`config.mk`:
```
export PLATFORM = sky130hd
export DESIGN_NAME = de_ex_stage
export DESIGN_NICKNAME = d
export VERILOG_FILES = /design/src/rtl/lc3b_types.sv /design/src/rtl/de_ex_stage_load_use_detect.sv /design/src/rtl/de_ex_stage.sv
export SDC_FILE = /design/constraint.sdc
export NUM_CORES = 1
export LEC_CHECK = 0
export CORE_MARGIN = 10
export CORE_UTILIZATION = 39
export CTS_BUF_LIST = sky130_fd_sc_hd__clkbuf_8
export CTS_CLUSTER_SIZE = 30
export DETAILED_ROUTE_END_ITERATION = 12
export GPL_ROUTABILITY_DRIVEN = 0
export PLACE_DENSITY = 0.89
export RECOVER_POWER = 100
export SETUP_SLACK_MARGIN = 0.3
export SYNTH_ARGS = -nofsm -noshare
export SYNTH_HDL_FRONTEND = slang
export SYNTH_SLANG_ARGS = --single-unit
```
`constraint.sdc`:
```
create_clock -name clk -period 2.03 [get_ports clk]
set_input_delay 0.3045 -clock clk [delete_from_list [all_inputs] [get_ports clk]]
set_output_delay 0.3045 -clock clk [all_outputs]
set_load 0.01 [all_outputs]
```
`src/rtl/lc3b_types.sv`:
```
// Shared LC-3b pipeline types: datapath widths, opcodes and the DE/EX stage FSM states.
package lc3b_types;

    localparam int unsigned WORD_W = 16;
    localparam int unsigned REG_W  = 3;
    localparam int unsigned OPC_W  = 4;
    localparam int unsigned CNT_W  = 16;

    typedef logic [WORD_W-1:0] lc3b_word;
    typedef logic [REG_W-1:0]  lc3b_reg;

    typedef enum logic [OPC_W-1:0] {
        OP_BR   = 4'b0000,
        OP_ADD  = 4'b0001,
        OP_LDB  = 4'b0010,
        OP_STB  = 4'b0011,
        OP_JSR  = 4'b0100,
        OP_AND  = 4'b0101,
        OP_LDR  = 4'b0110,
        OP_STR  = 4'b0111,
        OP_RTI  = 4'b1000,
        OP_NOT  = 4'b1001,
        OP_LDI  = 4'b1010,
        OP_STI  = 4'b1011,
        OP_JMP  = 4'b1100,
        OP_SHF  = 4'b1101,
        OP_LEA  = 4'b1110,
        OP_TRAP = 4'b1111
    } lc3b_opcode;

    typedef enum logic [1:0] {
        ST_RUN       = 2'd0,
        ST_LU_BUBBLE = 2'd1,
        ST_HOLD      = 2'd2
    } de_ex_state_e;

    localparam logic [CNT_W-1:0] BUBBLE_MAX = '1;

endpackage

```
`src/rtl/de_ex_stage_load_use_detect.sv`:
```
// Flags a decode instruction that reads the destination of a load currently in EX.
module load_use_detect
    import lc3b_types::*;
(
    input  logic    i_de_valid,
    input  lc3b_reg i_de_rs,
    input  lc3b_reg i_de_rt,
    input  logic    i_de_uses_rt,
    input  logic    i_ex_valid,
    input  logic    i_ex_mem_read,
    input  lc3b_reg i_ex_dr,
    output logic    o_lu_hazard_c
);

    logic w_rs_match;
    logic w_rt_match;

    assign w_rs_match = (i_ex_dr == i_de_rs);
    assign w_rt_match = i_de_uses_rt && (i_ex_dr == i_de_rt);

    // R0 as a destination never creates a dependency
    assign o_lu_hazard_c = i_de_valid && i_ex_valid && i_ex_mem_read
                        && (i_ex_dr != REG_W'(0)) && (w_rs_match || w_rt_match);

endmodule

```
`src/rtl/de_ex_stage.sv`:
```
// Decode-to-execute pipeline register with load-use bubble insertion, memory-stall hold and flush.
module de_ex_stage
    import lc3b_types::*;
(
    input  logic             clk,
    input  logic             reset_n,
    input  logic             de_valid,
    input  lc3b_word         de_pc,
    input  lc3b_opcode       de_opcode,
    input  lc3b_reg          de_rs,
    input  lc3b_reg          de_rt,
    input  lc3b_reg          de_dr,
    input  logic             de_uses_rt,
    input  lc3b_word         de_sr1_val,
    input  lc3b_word         de_sr2_val,
    input  logic             de_load_regfile,
    input  logic             de_mem_read,
    input  logic             mem_stall,
    input  logic             flush,
    output logic             de_ex_valid,
    output lc3b_word         de_ex_pc,
    output lc3b_opcode       de_ex_opcode,
    output lc3b_word         de_ex_sr1,
    output lc3b_word         de_ex_sr2,
    output lc3b_reg          de_ex_rs_out,
    output lc3b_reg          de_ex_rt_out,
    output lc3b_reg          de_ex_dr_out,
    output logic             de_ex_load_regfile,
    output logic             de_ex_mem_read,
    output logic             stall_decode,
    output logic [CNT_W-1:0] bubble_count
);

    de_ex_state_e     r_state;
    de_ex_state_e     w_state_next;
    logic             w_lu_hazard;
    logic             w_advance;
    logic             w_bubble;
    logic             w_kill;
    logic             w_stall_c;

    logic             r_valid;
    lc3b_word         r_pc;
    lc3b_opcode       r_opcode;
    lc3b_word         r_sr1;
    lc3b_word         r_sr2;
    lc3b_reg          r_rs;
    lc3b_reg          r_rt;
    lc3b_reg          r_dr;
    logic             r_load_regfile;
    logic             r_mem_read;
    logic [CNT_W-1:0] r_bubble_count;

    load_use_detect u_load_use_detect (
        .i_de_valid    (de_valid),
        .i_de_rs       (de_rs),
        .i_de_rt       (de_rt),
        .i_de_uses_rt  (de_uses_rt),
        .i_ex_valid    (r_valid),
        .i_ex_mem_read (r_mem_read),
        .i_ex_dr       (r_dr),
        .o_lu_hazard_c (w_lu_hazard)
    );

    always_ff @(posedge clk or negedge reset_n) begin
        if (!reset_n) begin
            r_state <= ST_RUN;
        end else begin
            r_state <= w_state_next;
        end
    end

    // Per-cycle priority: flush, then memory stall, then load-use bubble, then advance
    always_comb begin
        w_state_next = r_state;
        w_advance    = 1'b0;
        w_bubble     = 1'b0;
        w_kill       = 1'b0;
        w_stall_c    = 1'b0;
        if (flush) begin
            w_kill       = 1'b1;
            w_state_next = ST_RUN;
        end else if (mem_stall) begin
            w_stall_c    = 1'b1;
            w_state_next = ST_HOLD;
        end else if (w_lu_hazard && (r_state != ST_LU_BUBBLE)) begin
            w_bubble     = 1'b1;
            w_stall_c    = 1'b1;
            w_state_next = ST_LU_BUBBLE;
        end else begin
            w_advance    = 1'b1;
            w_state_next = ST_RUN;
        end
    end

    always_ff @(posedge clk or negedge reset_n) begin
        if (!reset_n) begin
            r_valid        <= 1'b0;
            r_pc           <= '0;
            r_opcode       <= OP_BR;
            r_sr1          <= '0;
            r_sr2          <= '0;
            r_rs           <= '0;
            r_rt           <= '0;
            r_dr           <= '0;
            r_load_regfile <= 1'b0;
            r_mem_read     <= 1'b0;
            r_bubble_count <= '0;
        end else begin
            if (w_advance) begin
                r_valid        <= de_valid;
                r_pc           <= de_pc;
                r_opcode       <= de_opcode;
                r_sr1          <= de_sr1_val;
                r_sr2          <= de_sr2_val;
                r_rs           <= de_rs;
                r_rt           <= de_rt;
                r_dr           <= de_dr;
                r_load_regfile <= de_valid & de_load_regfile;
                r_mem_read     <= de_valid & de_mem_read;
            end else if (w_kill || w_bubble) begin
                r_valid        <= 1'b0;
                r_load_regfile <= 1'b0;
                r_mem_read     <= 1'b0;
            end
            if (w_bubble && (r_bubble_count != BUBBLE_MAX)) begin
                r_bubble_count <= r_bubble_count + CNT_W'(1);
            end
        end
    end

    assign stall_decode       = reset_n & w_stall_c;
    assign de_ex_valid        = r_valid;
    assign de_ex_pc           = r_pc;
    assign de_ex_opcode       = r_opcode;
    assign de_ex_sr1          = r_sr1;
    assign de_ex_sr2          = r_sr2;
    assign de_ex_rs_out       = r_rs;
    assign de_ex_rt_out       = r_rt;
    assign de_ex_dr_out       = r_dr;
    assign de_ex_load_regfile = r_load_regfile;
    assign de_ex_mem_read     = r_mem_read;
    assign bubble_count       = r_bubble_count;

endmodule

```
After elaboration in Yosys (flattened, before gate mapping)
Cells that the tools add are included.
- output and inout bits: 81
- RAM bits: 0
- register bits after elaboration: 82
- memory bits (read-only): 0
- latch bits: 0
- memories: 0
- multiplexer cells: 16
- $lt $le $gt $ge: 0
- equality and inequality tests: 4
- reductions and logical operators: 11
- div/mod/pow operators: 0
- shift-type cells: 0
- bitwise operators: 3
- multiply operators: 0
- add/subtract/negate cells: 1
- operators by type and width (kind ; number):
    16-bit by 1-bit adder with 16-bit output (second input constant) ; 1
    16-bit inequality test (second input constant) ; 1
    1-bit 2-to-1 mux ; 14
    1-bit logical AND ; 7
    3-bit equality test ; 2
    2-bit 2-to-1 mux ; 2
    1-bit AND ; 3
    3-bit nonzero test ; 1
    1-bit logical OR ; 2
    2-bit by 1-bit inequality test with 1-bit output (second input constant) ; 1
    2-bit nonzero test ; 1

Logic depth before layout (Yosys ltp)
- word-level depth: 11
- depth in mapped cells: 6

Cells and area by module
From an unflattened synthesis, not the netlist that was laid out.
- cell total of the unflattened synthesis: 231
- area total of the unflattened synthesis: 3353.2 um2
- by module, submodules not included (module ; area an instance (um2) ; times used ; cells an instance):
    de_ex_stage ; 3271.9 ; 1 ; 220
    load_use_detect ; 81.3 ; 1 ; 11

Worst setup path after synthesis
OpenSTA, ideal clock, no wires.
- kind: reg-to-reg
- start point: register r_dr[0], in the netlist de_ex_dr_out[0]
- end point: register r_sr1[10], in the netlist de_ex_sr1[10]
- setup time: 0.125 ns
- arrival time: 1.882 ns
- data required time: 1.905 ns
- cell stages (with the launch flop): 6
- slack: 0.023 ns
- buffers on the path: 1
- cell sequence: dfrtp_1 -> o311ai_2 -> a21oi_1 -> nor3_4 -> buf_6 -> mux2_2
- longest elaborated chain between the ends: 8
- RTL lines (item ; RTL line ; text):
    start, declared ; de_ex_stage.sv:49 ; lc3b_reg r_dr;
    start signal, assigned ; de_ex_stage.sv:118 ; r_dr <= de_dr;
    3-bit equality test ; de_ex_stage_load_use_detect.sv:19 ; assign w_rt_match = i_de_uses_rt && (i_ex_dr == i_de_rt);
    1-bit logical AND ; de_ex_stage_load_use_detect.sv:19 ;
    1-bit logical OR ; de_ex_stage_load_use_detect.sv:23 ; && (i_ex_dr != REG_W'(0)) && (w_rs_match || w_rt_match);
    1-bit logical AND (*) ; de_ex_stage_load_use_detect.sv:23 ;
    1-bit logical AND (*) ; de_ex_stage.sv:86 ; end else if (w_lu_hazard && (r_state != ST_LU_BUBBLE)) begin
    1-bit 2-to-1 mux (*) ; de_ex_stage.sv:86 ;
    1-bit 2-to-1 mux (*) ; de_ex_stage.sv:83 ; end else if (mem_stall) begin
    1-bit 2-to-1 mux (*) ; de_ex_stage.sv:80 ; if (flush) begin
    end signal, assigned ; de_ex_stage.sv:114 ; r_sr1 <= de_sr1_val;
    end, declared ; de_ex_stage.sv:45 ; lc3b_word r_sr1;
Mark *: on every way between the ends. The rest lies on a longest branch, timed or not.
A chain may end at the register's enable or synchronous reset.

Final worst setup path
- start point: register r_dr[2], in the netlist de_ex_dr_out[2]
- end point: register r_pc[3], in the netlist de_ex_pc[3]
- longest elaborated chain between the ends: 8
- RTL lines (item ; RTL line ; text):
    3-bit equality test ; de_ex_stage_load_use_detect.sv:19 ;
    1-bit logical AND ; de_ex_stage_load_use_detect.sv:19 ;
    1-bit logical OR ; de_ex_stage_load_use_detect.sv:23 ;
    1-bit logical AND (*) ; de_ex_stage_load_use_detect.sv:23 ;
    1-bit logical AND (*) ; de_ex_stage.sv:86 ;
    1-bit 2-to-1 mux (*) ; de_ex_stage.sv:86 ;
    1-bit 2-to-1 mux (*) ; de_ex_stage.sv:83 ;
    1-bit 2-to-1 mux (*) ; de_ex_stage.sv:80 ;
    end signal, assigned ; de_ex_stage.sv:112 ; r_pc <= de_pc;
    end, declared ; de_ex_stage.sv:43 ; lc3b_word r_pc;
Marks and branches as above.

==> flow_summary.ini <==
[floorplan]
fp.dieW_um = 112
initial_core_util_pct = 40.3
die-area_um2 = 12600
ioPinCount = 150
core_um2 = 8260
num_rows = 33
die_h_um = 112

[synthesis]
synth.largest_area_cell = dfrtp_1
synth_area_leaders = dfrtp_1 (62%), mux2_2 (17%), xnor2_1 (5.5%), mux2_1 (3.7%), buf_6 (2.0%)
syn_avg_cell_area_um2 = 15.4
syn_area_um2 = 3330
post_synth_num_cell_types = 26
syn_nets = 286
seq_area_frac_synth_pct = 61.7
ys_warn_count = 0
syn_inst = 216
synth-seq-cells = 82
synth.top_cell.area_share_pct = 61.7

[drt]
drt_iter0_drc = 61
postRouteAntennaNets = 0
wirelength_um = 10800
via_per_inst = 4.98
vias = 2563
drc_errors = 0
wire_per_inst_um = 20.9
dr.pass1.iters = 4

[grt]
grt_pass1_vias = 2662
grt-ovfl-total = 0
antenna_found_initial = 0
grt_max_degree = 52
grtUsageTotal_pct = 15.0
grt_pass1_wl_um = 15200

[cts]
holdBufCountCts = 0
root_buffer = clkbuf_8
cts-buffers-inserted = 9
cts_sinks = 82
cts.htree.levels = 3
clk_pin_slew_worst_paths_ns = 0.08
clkLatencyLatePin_ns = 0.35
cts_tree = built
clockBufferDepth = 2

[critical_path]
max_stage_delay_ns = 0.47
critical_path.endpoint = de_ex_pc[3]$_DFFE_PN0P_
r2r-end = de_ex_pc[3]$_DFFE_PN0P_
r2r-start = de_ex_dr_out[2]$_DFFE_PN0P_
regToRegSetupSlack_ns = -0.07
worstPathRequired_ns = 2.26
critPathLaunchType = flop
worst_path_most_repeated_cell = buf_6
crit_slowest_cell = dfrtp_2
crit_fanout = 6
worstSetupPathDepth = 8
worstRegToRegCells = 8
crit_family = buffers and inverters
cp-end-kind = flop
critical_path.cell_chain = buf_6 -> o311ai_4 -> a21oi_2 -> buf_4 -> nor3_4 -> buf_6 -> clkbuf_16 -> mux2_4
crit_buf_inv = 4
startpoint = de_ex_dr_out[2]$_DFFE_PN0P_
crit_arrival_ns = 2.33
path_class = reg2reg

[finish]
drive_gt1_share_pct = 34.4
areaGrowthSynthToFinish_pct = 75.3
multi_input_area_um2 = 1480
fill_cells = 571
num_antenna_cells = 0
utilization_pct = 70.7
layout_common_cells = dlygate4sd3_1 (77), dfrtp_1 (75), clkdlybuf4s50_1 (66)
regArea_um2 = 2060
final_common_cell = dlygate4sd3_1
layout.nets = 476

[sta]
fin_crit_sh_pct = 103
rsz0062_at_grt = yes
setup_violations = 53
worst_pin_slew_ns = 1.25
clock_skew_ns = 0.0100
hold_violations = 0
fin_crit_ns = 2.10
fin_ws_ns = -0.0675
relSlewSlack_pct = 16.9
drv_slew = 0
hold_slack_ns = 0.128
max_freq_mhz = 477

[power]
powerDensity_nw_per_um2 = 736
p_leak_uw = 0.00262
ir_drop_mv = 0.431
power_uw = 4290

[status]
status = finished with violations
violations = setup timing

[run]
cap_violations = 0

[placement]
hpwl_um = 7190
port_buffers = 149

[hold_path]
hold_path.class = in2async
-- sequential cells by signal, indices dropped and copies added, names as in the netlist --
register and flops:
bubble_count 16, de_ex_dr_out 3, de_ex_load_regfile 1, de_ex_mem_read 1, de_ex_opcode 4, de_ex_pc 16
de_ex_rs_out 3, de_ex_rt_out 3, de_ex_sr1 16, de_ex_sr2 16, de_ex_valid 1, r_state 2
-- area by class of cell --
cell class	count	share of cell area, %
inverter	1	0.0643
multi-input combinational	125	25.3
clock inverter	5	1.37
clock buffer	10	2.36
sequential	82	35.3
tap	105	2.25
timing repair buffer	187	33.3
-- worst min-delay path by stage --
stage / from / to / slack, ns / depth (start not counted)
4_1_cts: reset_n / de_ex_sr1[1]$_DFFE_PN0P_ / 0.02 / 2
5_1_grt: reset_n / de_ex_sr1[0]$_DFFE_PN0P_ / 0.14 / 2
3_5_place_dp: reset_n / de_ex_pc[13]$_DFFE_PN0P_ / 0.40 / 2
3_3_place_gp: reset_n / de_ex_pc[8]$_DFFE_PN0P_ / 0.39 / 2
2_1_floorplan: reset_n / bubble_count[0]$_DFFE_PN0P_ / 0.009 / 0
6_report: reset_n / de_ex_sr1[0]$_DFFE_PN0P_ / 0.13 / 2
-- cells in the mapped netlist, drive strengths merged --
cell      n
buf       7
nor2      1
nand4    10
and3      7
a21oi     1
clkbuf    1
and4      1
nand4b    1
o311ai    1
nand2     2
nand2b    1
a2111oi   1
nor3      1
nand3     7
a311oi    1
xnor2    21
dfrtp    82
ha        1
mux2     62
a22o      1
a32o      2
inv       1
nor3b     1
nor2b     2
-- repair_timing --
item,CTS,global route
endpoints found under the setup margin,83,86
buffers inserted,6,5
pin swaps,8,9
endpoints found under the hold margin,0,0
cloned,2,7
gates resized for setup,27,60
-- power breakdown --
group          internal, uW  switching, uW  leakage, uW
clock                   718            590     0.000110
sequential             1820            109     0.000997
combinational           675            384      0.00152
total                  3210           1080      0.00262
-- routing by layer --
layer	part of all wire (%)	track usage (%)	up-vias
met5	0	0	-
met4	1.1	5.16	0
met3	8.5	6.60	9
met2	48	23.6	105
met1	42	18.0	1290
li1	-	-	1159
-- kinds of logic (layout without fill, tap and decap cells) --
family / count (synthesis) / count (layout) / share of synthesized area [%]
AOI/OAI and AO/OA: 7 / 7 / 2.59
adders and majority gates: 1 / 1 / 0.376
xor gates and xnor gates: 21 / 21 / 5.53
and+or+nand+nor: 34 / 34 / 6.39
muxes: 62 / 62 / 21.0
DFF: 82 / 82 / 61.7
buffers and inverters: 9 / 203 / 2.48
-- metrics by stage --
step / instances / setup slack [ns] / setup TNS (ns) / area (um^2)
final: 515 / -0.0675 / -1.56 / 5830
after CTS: 503 / -0.0686 / -1.78 / 5430
after global placement: 480 / -0.466 / -24.57 / 5060
after detailed placement: 480 / -0.507 / -27.22 / 5060
after global routing: 515 / -0.176 / -9.10 / 5830
after floorplan: 216 / 0.0719 / 0 / 3380
Note: power is estimated with default switching activity, not from simulation.
